[config.mk]
export PLATFORM = sky130hd
export DESIGN_NAME = wb_port_arbiter
export DESIGN_NICKNAME = d
export VERILOG_FILES = /design/src/rtl/wb_port_arbiter.sv
export SDC_FILE = /design/constraint.sdc
export NUM_CORES = 1
export LEC_CHECK = 0
export BUFFER_PORTS_ARGS = -buffer_cell sky130_fd_sc_hd__buf_2
export CAP_MARGIN = 15
export CORE_MARGIN = 2
export CORE_UTILIZATION = 45
export CTS_CLUSTER_DIAMETER = 60
export DETAILED_ROUTE_END_ITERATION = 7
export PLACE_DENSITY = 0.8
export SKIP_CTS_REPAIR_TIMING = 1
export SKIP_LAST_GASP = 1
export SLEW_MARGIN = 20
export SYNTH_ARGS = -nofsm -noshare
export SYNTH_HDL_FRONTEND = slang
export SYNTH_SLANG_ARGS = --single-unit
[constraint.sdc]
create_clock -name clk -period 2.8 [get_ports clk]
set_clock_uncertainty 0.15 [all_clocks]
set_input_delay 0 -clock clk [delete_from_list [all_inputs] [get_ports clk]]
set_output_delay 0 -clock clk [all_outputs]
set_load 0.01 [all_outputs]
[src/rtl/wb_port_arbiter.sv]
// wb_port_arbiter
// Single owner of the register-file write port. In-order WB writes always
// win the port; long-latency auxiliary results queue in a small FIFO and
// drain in cycles where WB is idle. A starvation guard requests a pipeline
// bubble when the FIFO head has been blocked too long, and pend_mask lets
// the ID stage interlock on registers that still have a queued result.

module wb_port_arbiter #(
    parameter int DEPTH        = 2,
    parameter int STARVE_LIMIT = 4
) (
    input  logic                      clk,
    input  logic                      reset,

    input  logic                      wb_we,
    input  logic [4:0]                wb_addr,
    input  logic [31:0]               wb_data,

    input  logic                      aux_valid,
    input  logic [4:0]                aux_addr,
    input  logic [31:0]               aux_data,
    output logic                      aux_ready,

    output logic                      rf_we,
    output logic [4:0]                rf_waddr,
    output logic [31:0]               rf_wdata,
    output logic                      rf_src,

    output logic                      stall_req,
    output logic [31:0]               pend_mask,
    output logic [$clog2(DEPTH):0]    fifo_count
);

    localparam int PTR_W  = $clog2(DEPTH);
    localparam int CNT_W  = PTR_W + 1;
    localparam int WAIT_W = $clog2(STARVE_LIMIT + 1);

    localparam logic [CNT_W-1:0]  FULL_COUNT = CNT_W'(DEPTH);
    localparam logic [WAIT_W-1:0] WAIT_MAX   = WAIT_W'(STARVE_LIMIT);

    // FIFO storage and bookkeeping
    logic [4:0]        mem_addr [DEPTH];
    logic [31:0]       mem_data [DEPTH];
    logic [DEPTH-1:0]  slot_valid;
    logic [DEPTH-1:0]  slot_valid_next;
    logic [PTR_W-1:0]  wr_ptr;
    logic [PTR_W-1:0]  rd_ptr;
    logic [CNT_W-1:0]  count;

    // Starvation guard state
    logic [WAIT_W-1:0] wait_cnt;
    logic [WAIT_W-1:0] wait_next;
    logic              stall_q;
    logic              stall_next;

    // Per-cycle control
    logic wb_act;
    logic empty;
    logic full;
    logic accept;
    logic push;
    logic pop;
    logic head_blocked;

    // Writes to r0 are architecturally void, so they never occupy the port.
    assign wb_act = wb_we && (wb_addr != 5'd0);

    assign empty = (count == '0);
    assign full  = (count == FULL_COUNT);

    // Readiness depends only on registered occupancy: a full FIFO does not
    // accept even if the head happens to drain this cycle.
    assign aux_ready = !full && !reset;
    assign accept    = aux_valid && aux_ready;
    // A result for r0 completes the handshake but is dropped on the floor.
    assign push      = accept && (aux_addr != 5'd0);

    assign pop          = !reset && !wb_act && !empty;
    assign head_blocked = !empty && wb_act;

    assign fifo_count = count;
    assign stall_req  = stall_q;

    // Write-port mux: WB first, then FIFO head, otherwise idle with zeros.
    always_comb begin
        // NOTE: every output of a combinational block gets a default first so no path leaves it unassigned, which would infer a latch.
        rf_we    = 1'b0;
        rf_waddr = 5'd0;
        rf_wdata = 32'd0;
        rf_src   = 1'b0;
        if (!reset) begin
            if (wb_act) begin
                rf_we    = 1'b1;
                rf_waddr = wb_addr;
                rf_wdata = wb_data;
            end else if (!empty) begin
                rf_we    = 1'b1;
                rf_waddr = mem_addr[rd_ptr];
                rf_wdata = mem_data[rd_ptr];
                rf_src   = 1'b1;
            end
        end
    end

    // Next slot-valid vector: set on push, clear on pop (never the same slot).
    always_comb begin
        slot_valid_next = slot_valid;
        if (pop) begin
            slot_valid_next[rd_ptr] = 1'b0;
        end
        if (push) begin
            slot_valid_next[wr_ptr] = 1'b1;
        end
    end

    // Pending-register mask built purely from registered FIFO contents.
    always_comb begin
        pend_mask = 32'd0;
        for (int i = 0; i < DEPTH; i++) begin
            if (slot_valid[i]) begin
                pend_mask[mem_addr[i]] = 1'b1;
            end
        end
    end

    // Starvation counter and bubble request, next-state view.
    always_comb begin
        wait_next = wait_cnt;
        if (pop || empty) begin
            wait_next = '0;
        end else if (head_blocked && (wait_cnt != WAIT_MAX)) begin
            wait_next = wait_cnt + 1'b1;
        end

        stall_next = stall_q;
        if (pop) begin
            stall_next = 1'b0;
        end else if (wait_next == WAIT_MAX) begin
            stall_next = 1'b1;
        end
    end

    // FIFO payload storage; only pointers and valid bits carry reset.
    always_ff @(posedge clk) begin
        // NOTE: the payload array is deliberately not reset; slot_valid and count decide what is live, and leaving data unreset keeps it mappable to plain RAM.
        if (push) begin
            mem_addr[wr_ptr] <= aux_addr;
            mem_data[wr_ptr] <= aux_data;
        end
    end

    // FIFO pointers, occupancy and valid bits.
    always_ff @(posedge clk) begin
        // NOTE: sequential state uses non-blocking assignments so every register samples pre-edge values regardless of statement order.
        if (reset) begin
            wr_ptr     <= '0;
            rd_ptr     <= '0;
            count      <= '0;
            slot_valid <= '0;
        end else begin
            slot_valid <= slot_valid_next;
            if (push) begin
                wr_ptr <= wr_ptr + 1'b1;
            end
            if (pop) begin
                rd_ptr <= rd_ptr + 1'b1;
            end
            case ({push, pop})
                2'b10:   count <= count + 1'b1;
                2'b01:   count <= count - 1'b1;
                default: count <= count;
            endcase
        end
    end

    // Starvation guard registers.
    always_ff @(posedge clk) begin
        if (reset) begin
            wait_cnt <= '0;
            stall_q  <= 1'b0;
        end else begin
            wait_cnt <= wait_next;
            stall_q  <= stall_next;
        end
    end

endmodule

# == Word level (Yosys, flattened, before mapping) ==
# Memory sizes are Yosys's and may differ from the RTL's. A register that Yosys moved wholly into a read port is not among the register bits.
# Index checks and enable logic that the tools add are counted.
# word_totals
reg_bits,10
mem_bits_rw,74
in_bits,78
wordCells,84
mem_count,2
# memory_table
memory,words,word_bits,read_ports,rd_ports_with_merged_regs,write_ports,line_no,text
mem_data,2,32,1,1,1,43,logic [31:0] mem_data [DEPTH];
mem_addr,2,5,3,1,1,42,logic [4:0] mem_addr [DEPTH];
# classes
n_addsub,5
n_lt_le_gt_ge,8
n_eq_ne,5
muxes,32
bitwise_logic,4
reduce_logical,22
# ops
op,n
$mux 32,5
$or 32x32->32,1
$mux 1,15
$mux 5,3
$logic_and 1x1->1,12
$lt 5x6->1 const B,2
$demux 1 s5,2
$ge 5x1->1 const B,2
$reduce_bool 5->1,2
$mux 3,2
$eq 2x2->1 const B,2
$logic_not 1->1,4
$lt 1x2->1 const B,2
$mux 2,2
$pmux 2 s2,1
$add 3x1->3 const B,1
$eq 3x3->1 const B,1
$ne 3x3->1 const B,1
$add 1x1->1 const B,2
$add 2x1->2 const B,1
$and 2x2->2,1
$demux 1 s1,2
$eq 2x1->1 const B,1
$ge 1x1->1 const B,2
7 further kinds,7

# == Depth between registers and ports, before layout ==
# logic_depth
depth_word,9
depth_mapped,10
ltp_nobuf,8

# == Worst setup path after synthesis ==
# No wires, ideal clock.
# synth_timing
path_kind,reg-to-reg
startpoint,register count[0] (netlist: fifo_count[0])
endpoint,"memory mem_addr[1][0], enable pin"
setup_ns,0.431
arrival_time_ns,2.614
required_time_ns,2.219
path_slack_ns,-0.395
path_stages_with_launch,5
path_buffers,0
synth_period_minus_slack_ns,3.195
path_cell_list,dfxtp_1 -> inv_1 -> a21oi_1 -> nand3_1 -> nor2_1
# synth_via
elab_chain_cells,7
# synth_lines
element,line_no,text
start: declaration,48,logic [CNT_W-1:0] count;
start signal: assignment,169,2'b10: count <= count + 1'b1;
start signal: assignment,170,2'b01: count <= count - 1'b1;
start signal: assignment,171,default: count <= count;
$eq 2x2->1,69,assign full = (count == FULL_COUNT);
$logic_not 1->1,73,assign aux_ready = !full && !reset;
$logic_and 1x1->1,73,
named net aux_ready,22,"output logic aux_ready,"
$logic_and 1x1->1,74,assign accept = aux_valid && aux_ready;
$logic_and 1x1->1,76,assign push = accept && (aux_addr != 5'd0);
$mux 1,146,if (push) begin
$mux 1 (not written as such),147,mem_addr[wr_ptr] <= aux_addr;
end: declaration,42,
# The timed path passes the listed nets, and every way through them passes these cells.

# == Worst setup path in the final report ==
# layout_timing
startpoint,register count[0] (netlist: fifo_count[0])
endpoint,output rf_wdata[2]
# layout_via
elab_chain_cells,4
# layout_lines
element,line_no,text
$logic_not 2->1,68,assign empty = (count == '0);
$mux 32,96,end else if (!empty) begin
$mux 32,92,if (wb_act) begin
$mux 32,91,if (!reset) begin
end: declaration,26,"output logic [31:0] rf_wdata,"
# No other way between the ends.

==> flow_results.xml <==
<?xml version="1.0" encoding="UTF-8"?>
<metrics>
  <group name="run_status">
    <metric name="outcome" unit="">finished, violations left</metric>
    <metric name="failed_checks" unit="">hold timing</metric>
  </group>
  <group name="finish">
    <metric name="diodes" unit="">0</metric>
    <metric name="nNetsFinal" unit="">569</metric>
    <metric name="most-common-layout-cells" unit="">sky130_fd_sc_hd__buf_2 (152), sky130_fd_sc_hd__edfxtp_1 (74), sky130_fd_sc_hd__dlygate4sd3_1 (40)</metric>
    <metric name="drive_above_1_share" unit="%">41.2</metric>
    <metric name="area_used_by_multi_input_combinational_logic" unit="um^2">1560</metric>
    <metric name="utilization" unit="%">63.1</metric>
    <metric name="layout.cells.most_common" unit="">sky130_fd_sc_hd__buf_2</metric>
    <metric name="syn2layout_area_growth" unit="%">35.0</metric>
    <metric name="register_area" unit="um^2">2440</metric>
    <metric name="fill_cell_instance_count_of_the_final_layout" unit="">666</metric>
  </group>
  <group name="sta">
    <metric name="post-route-period-util" unit="%">85.8</metric>
    <metric name="hold_viol_final" unit="">1</metric>
    <metric name="grt_setup_unrepaired" unit="">false</metric>
    <metric name="report.final.slew_viol_count" unit="">0</metric>
    <metric name="finalCriticalPeriod" unit="ns">2.40</metric>
    <metric name="max_slew.worst_pin.slew" unit="ns">1.08</metric>
    <metric name="fin_hold_ws" unit="ns">-0.000566</metric>
    <metric name="max_slew_margin" unit="%">27.5</metric>
    <metric name="setup-tns-final" unit="ns">0</metric>
    <metric name="achievable-frequency" unit="GHz">0.416</metric>
    <metric name="finalSetupViolCount" unit="">0</metric>
  </group>
  <group name="cts">
    <metric name="clk_pin_slew_worst_paths" unit="ns">0.08</metric>
    <metric name="htree_num_levels" unit="">3</metric>
    <metric name="ctsLongestPathBuffers" unit="">2</metric>
    <metric name="clock_root_buffer" unit="">sky130_fd_sc_hd__clkbuf_8</metric>
    <metric name="cts_inserted_buffers" unit="">9</metric>
    <metric name="tritoncts" unit="">yes</metric>
    <metric name="clock_sinks" unit="">85</metric>
    <metric name="later_pin_clock_latency_in_the_skew_report" unit="ns">0.34</metric>
  </group>
  <group name="setup_path">
    <metric name="worst-path-max-fanout" unit="">37</metric>
    <metric name="critPathTopFamily" unit="">compound AO/OA/AOI/OAI gates</metric>
    <metric name="endpoint_kind" unit="">primary output</metric>
    <metric name="worst-endpoint-arrival" unit="ns">2.25</metric>
    <metric name="path_cells" unit="">nor2_1, o41ai_4, nand2b_2, buf_4, o2bb2ai_1, buf_2</metric>
    <metric name="cp-start-kind" unit="">register</metric>
    <metric name="worstPathBufferInverterCount" unit="">2</metric>
    <metric name="critical_path_required" unit="ns">2.65</metric>
    <metric name="timing.critical_path.slowest_stage_cell" unit="">sky130_fd_sc_hd__o41ai_4</metric>
    <metric name="worst_path_largest_cell_delay" unit="ns">0.50</metric>
    <metric name="critical_path_class" unit="">register to primary output</metric>
  </group>
  <group name="synthesis">
    <metric name="synthCells" unit="">298</metric>
    <metric name="synth.yosys.seq_area_share" unit="%">59.3</metric>
    <metric name="number_of_flops_mapped_to_enable_cells_by_yosys" unit="">74</metric>
    <metric name="yosysUniqueCellTypes" unit="">38</metric>
    <metric name="synth_area" unit="um^2">4120</metric>
    <metric name="total_of_flip_flops_plus_latches_after_synthesis" unit="">85</metric>
    <metric name="async_flop_share" unit="%">0</metric>
    <metric name="number_of_nets_produced_by_synthesis" unit="">379</metric>
    <metric name="postSynthAreaPerCell" unit="um^2">13.8</metric>
    <metric name="ys_dominant_reg_cell" unit="">sky130_fd_sc_hd__edfxtp_1</metric>
    <metric name="synthesis.yosys.warnings" unit="">0</metric>
  </group>
  <group name="drt">
    <metric name="drt_pass1_iterations" unit="">5</metric>
    <metric name="drt_first_iter_violations" unit="">134</metric>
    <metric name="viasPerCell" unit="">5.54</metric>
    <metric name="vias" unit="">3332</metric>
    <metric name="route.antenna.remaining_nets" unit="">0</metric>
    <metric name="drc" unit="">0</metric>
    <metric name="wirelength" unit="mm">10.3</metric>
    <metric name="post_drt_wl_per_cell" unit="um">17.1</metric>
  </group>
  <group name="floorplan">
    <metric name="floorplan.initialDensity" unit="%">46.8</metric>
    <metric name="die_height" unit="um">99.7</metric>
    <metric name="die-area" unit="um^2">9940</metric>
    <metric name="fp.coreArea" unit="um^2">8810</metric>
    <metric name="number_of_standard_cell_rows_in_the_floorplan" unit="">34</metric>
    <metric name="die_x" unit="um">99.7</metric>
    <metric name="io-pin-count" unit="">153</metric>
  </group>
  <group name="global_routing">
    <metric name="wire_length_of_the_first_global_routing_pass" unit="mm">15.1</metric>
    <metric name="grt_antenna_before_repair" unit="">0</metric>
    <metric name="grt.overflow.total" unit="">0</metric>
    <metric name="grt_start_max_net_pins" unit="">38</metric>
    <metric name="grt_usage" unit="%">19.4</metric>
    <metric name="grt_pass1_vias" unit="">3091</metric>
  </group>
  <group name="power_and_ir_drop">
    <metric name="leakagePower" unit="uW">0.00217</metric>
    <metric name="combPwrFrac" unit="%">18.6</metric>
    <metric name="internal_power" unit="uW">2030</metric>
    <metric name="power.density" unit="nW/um^2">497</metric>
    <metric name="ir_drop" unit="V">0.000411</metric>
    <metric name="switching_share" unit="%">26.6</metric>
    <metric name="clock_share_of_power" unit="%">27.5</metric>
    <metric name="seq_power_share" unit="%">54.0</metric>
    <metric name="p_sw" unit="uW">735</metric>
  </group>
  <group name="run">
    <metric name="timing.max_cap.violations" unit="">0</metric>
  </group>
  <group name="placed_design">
    <metric name="finalWeightedCongestion" unit="">0.893</metric>
    <metric name="portBuffers" unit="">152</metric>
    <metric name="detailedPlacementHpwl" unit="mm">7.09</metric>
  </group>
  <group name="worst_hold_path">
    <metric name="holdCritPathClass" unit="">input port to register</metric>
  </group>
</metrics>
cells by family after synthesis:
kind of cell | Yosys count | synth area share, %
buffers and inverters | 28 | 3.25
AOI/OAI and AO/OA | 84 | 18.3
DFF | 85 | 59.3
and+or+nand+nor | 54 | 7.68
xor gates and xnor gates | 4 | 0.850
muxes | 40 | 9.75
adders and majority gates | 3 | 0.911
layer usage:
metal	vias up	wire length, um	track usage [%]
met2	165	5410	34.3
met3	11	653	4.64
met1	1583	4110	22.4
met4	0	136	8.22
li1	1573	-	-
met5	-	0	0
synth_stat cells, types with 2 or more instances:
cell                        instances  area (um^2)
sky130_fd_sc_hd__nor3_1             4         20.0
sky130_fd_sc_hd__o22ai_1           32          200
sky130_fd_sc_hd__or3_1              4         25.0
sky130_fd_sc_hd__dfxtp_1           11          220
sky130_fd_sc_hd__edfxtp_1          74         2220
sky130_fd_sc_hd__xnor2_1            3         26.3
sky130_fd_sc_hd__nand2b_1           2         12.5
sky130_fd_sc_hd__or3b_2             4         35.0
sky130_fd_sc_hd__nand3_1            5         25.0
sky130_fd_sc_hd__nand2_1            5         18.8
sky130_fd_sc_hd__nor2b_1            2         12.5
sky130_fd_sc_hd__o2bb2ai_1         18          158
sky130_fd_sc_hd__o2bb2ai_2         18          270
sky130_fd_sc_hd__o21ai_0            4         20.0
sky130_fd_sc_hd__buf_2              5         25.0
sky130_fd_sc_hd__inv_1              9         33.8
sky130_fd_sc_hd__ha_1               3         37.5
sky130_fd_sc_hd__nand3b_1          11         82.6
sky130_fd_sc_hd__mux2i_1           39          390
sky130_fd_sc_hd__nor2_1            12         45.0
sky130_fd_sc_hd__a21oi_1            4         20.0
sky130_fd_sc_hd__clkbuf_1          11         41.3
sky130_fd_sc_hd__buf_6              3         33.8
registers in the layout (all words and copies together), names as in the netlist, named ones only:
name        count
wr_ptr          1
mem_addr       10
stall_req       1
rd_ptr          1
fifo_count      2
wait_cnt        3
mem_data       64
slot_valid      2
power by group through the flow:
stage / Sequential, uW / Combinational, uW / Clock [uW]
after global placement: 1520 / 453 / 0
after detailed placement: 1520 / 467 / 0
after floorplan: 1490 / 308 / 0
after global routing: 1500 / 555 / 831
after CTS: 1490 / 469 / 776
final: 1490 / 513 / 759
worst reg2reg max path, cell delays in order, from the launching register on:
cell	delay, ns
sky130_fd_sc_hd__dfxtp_1	0.44
sky130_fd_sc_hd__nor2_1	0.16
sky130_fd_sc_hd__o41ai_4	0.50
sky130_fd_sc_hd__nand2b_2	0.11
sky130_fd_sc_hd__inv_1	0.07
sky130_fd_sc_hd__ha_1	0.26
sky130_fd_sc_hd__or3_1	0.35
sky130_fd_sc_hd__a21oi_1	0.14
cell type report:
type,instances,share of cell area [%]
timing repair buffer,198,21.9
multi-input combinational,185,28.0
sequential,85,43.9
inverter,9,0.608
clock inverter,4,0.450
tap,108,2.43
clock buffer,12,2.61
worst paths after layout:
| path | cells past startpoint | slack, ns | start | endpoint |
|---|---|---|---|---|
| setup / recovery | 6 | 0.40 | fifo_count[0] | rf_wdata[2] |
| hold / removal | 4 | -0.0006 | wb_we | stall_req |
| setup reg to reg | 7 | 0.55 | fifo_count[0] | fifo_count[1] |
| hold reg to reg | 2 | 0.36 | stall_req | stall_req |
metrics by stage:
stage | power, uW | instances | instance area [um^2] | worst slack (ns) | hold slack [ns]
after floorplan | 1800 | 298 | 4120 | 0.205 | -0.0840
after global placement | 1970 | 545 | 4990 | 0.674 | 0.0382
after detailed placement | 1990 | 545 | 4990 | 0.572 | 0.0424
after CTS | 2740 | 561 | 5160 | 0.368 | -0.329
after global routing | 2890 | 601 | 5560 | 0.238 | 0.0175
final | 2760 | 601 | 5560 | 0.398 | -0.000566
Note: power is estimated with default switching activity, not from simulation.
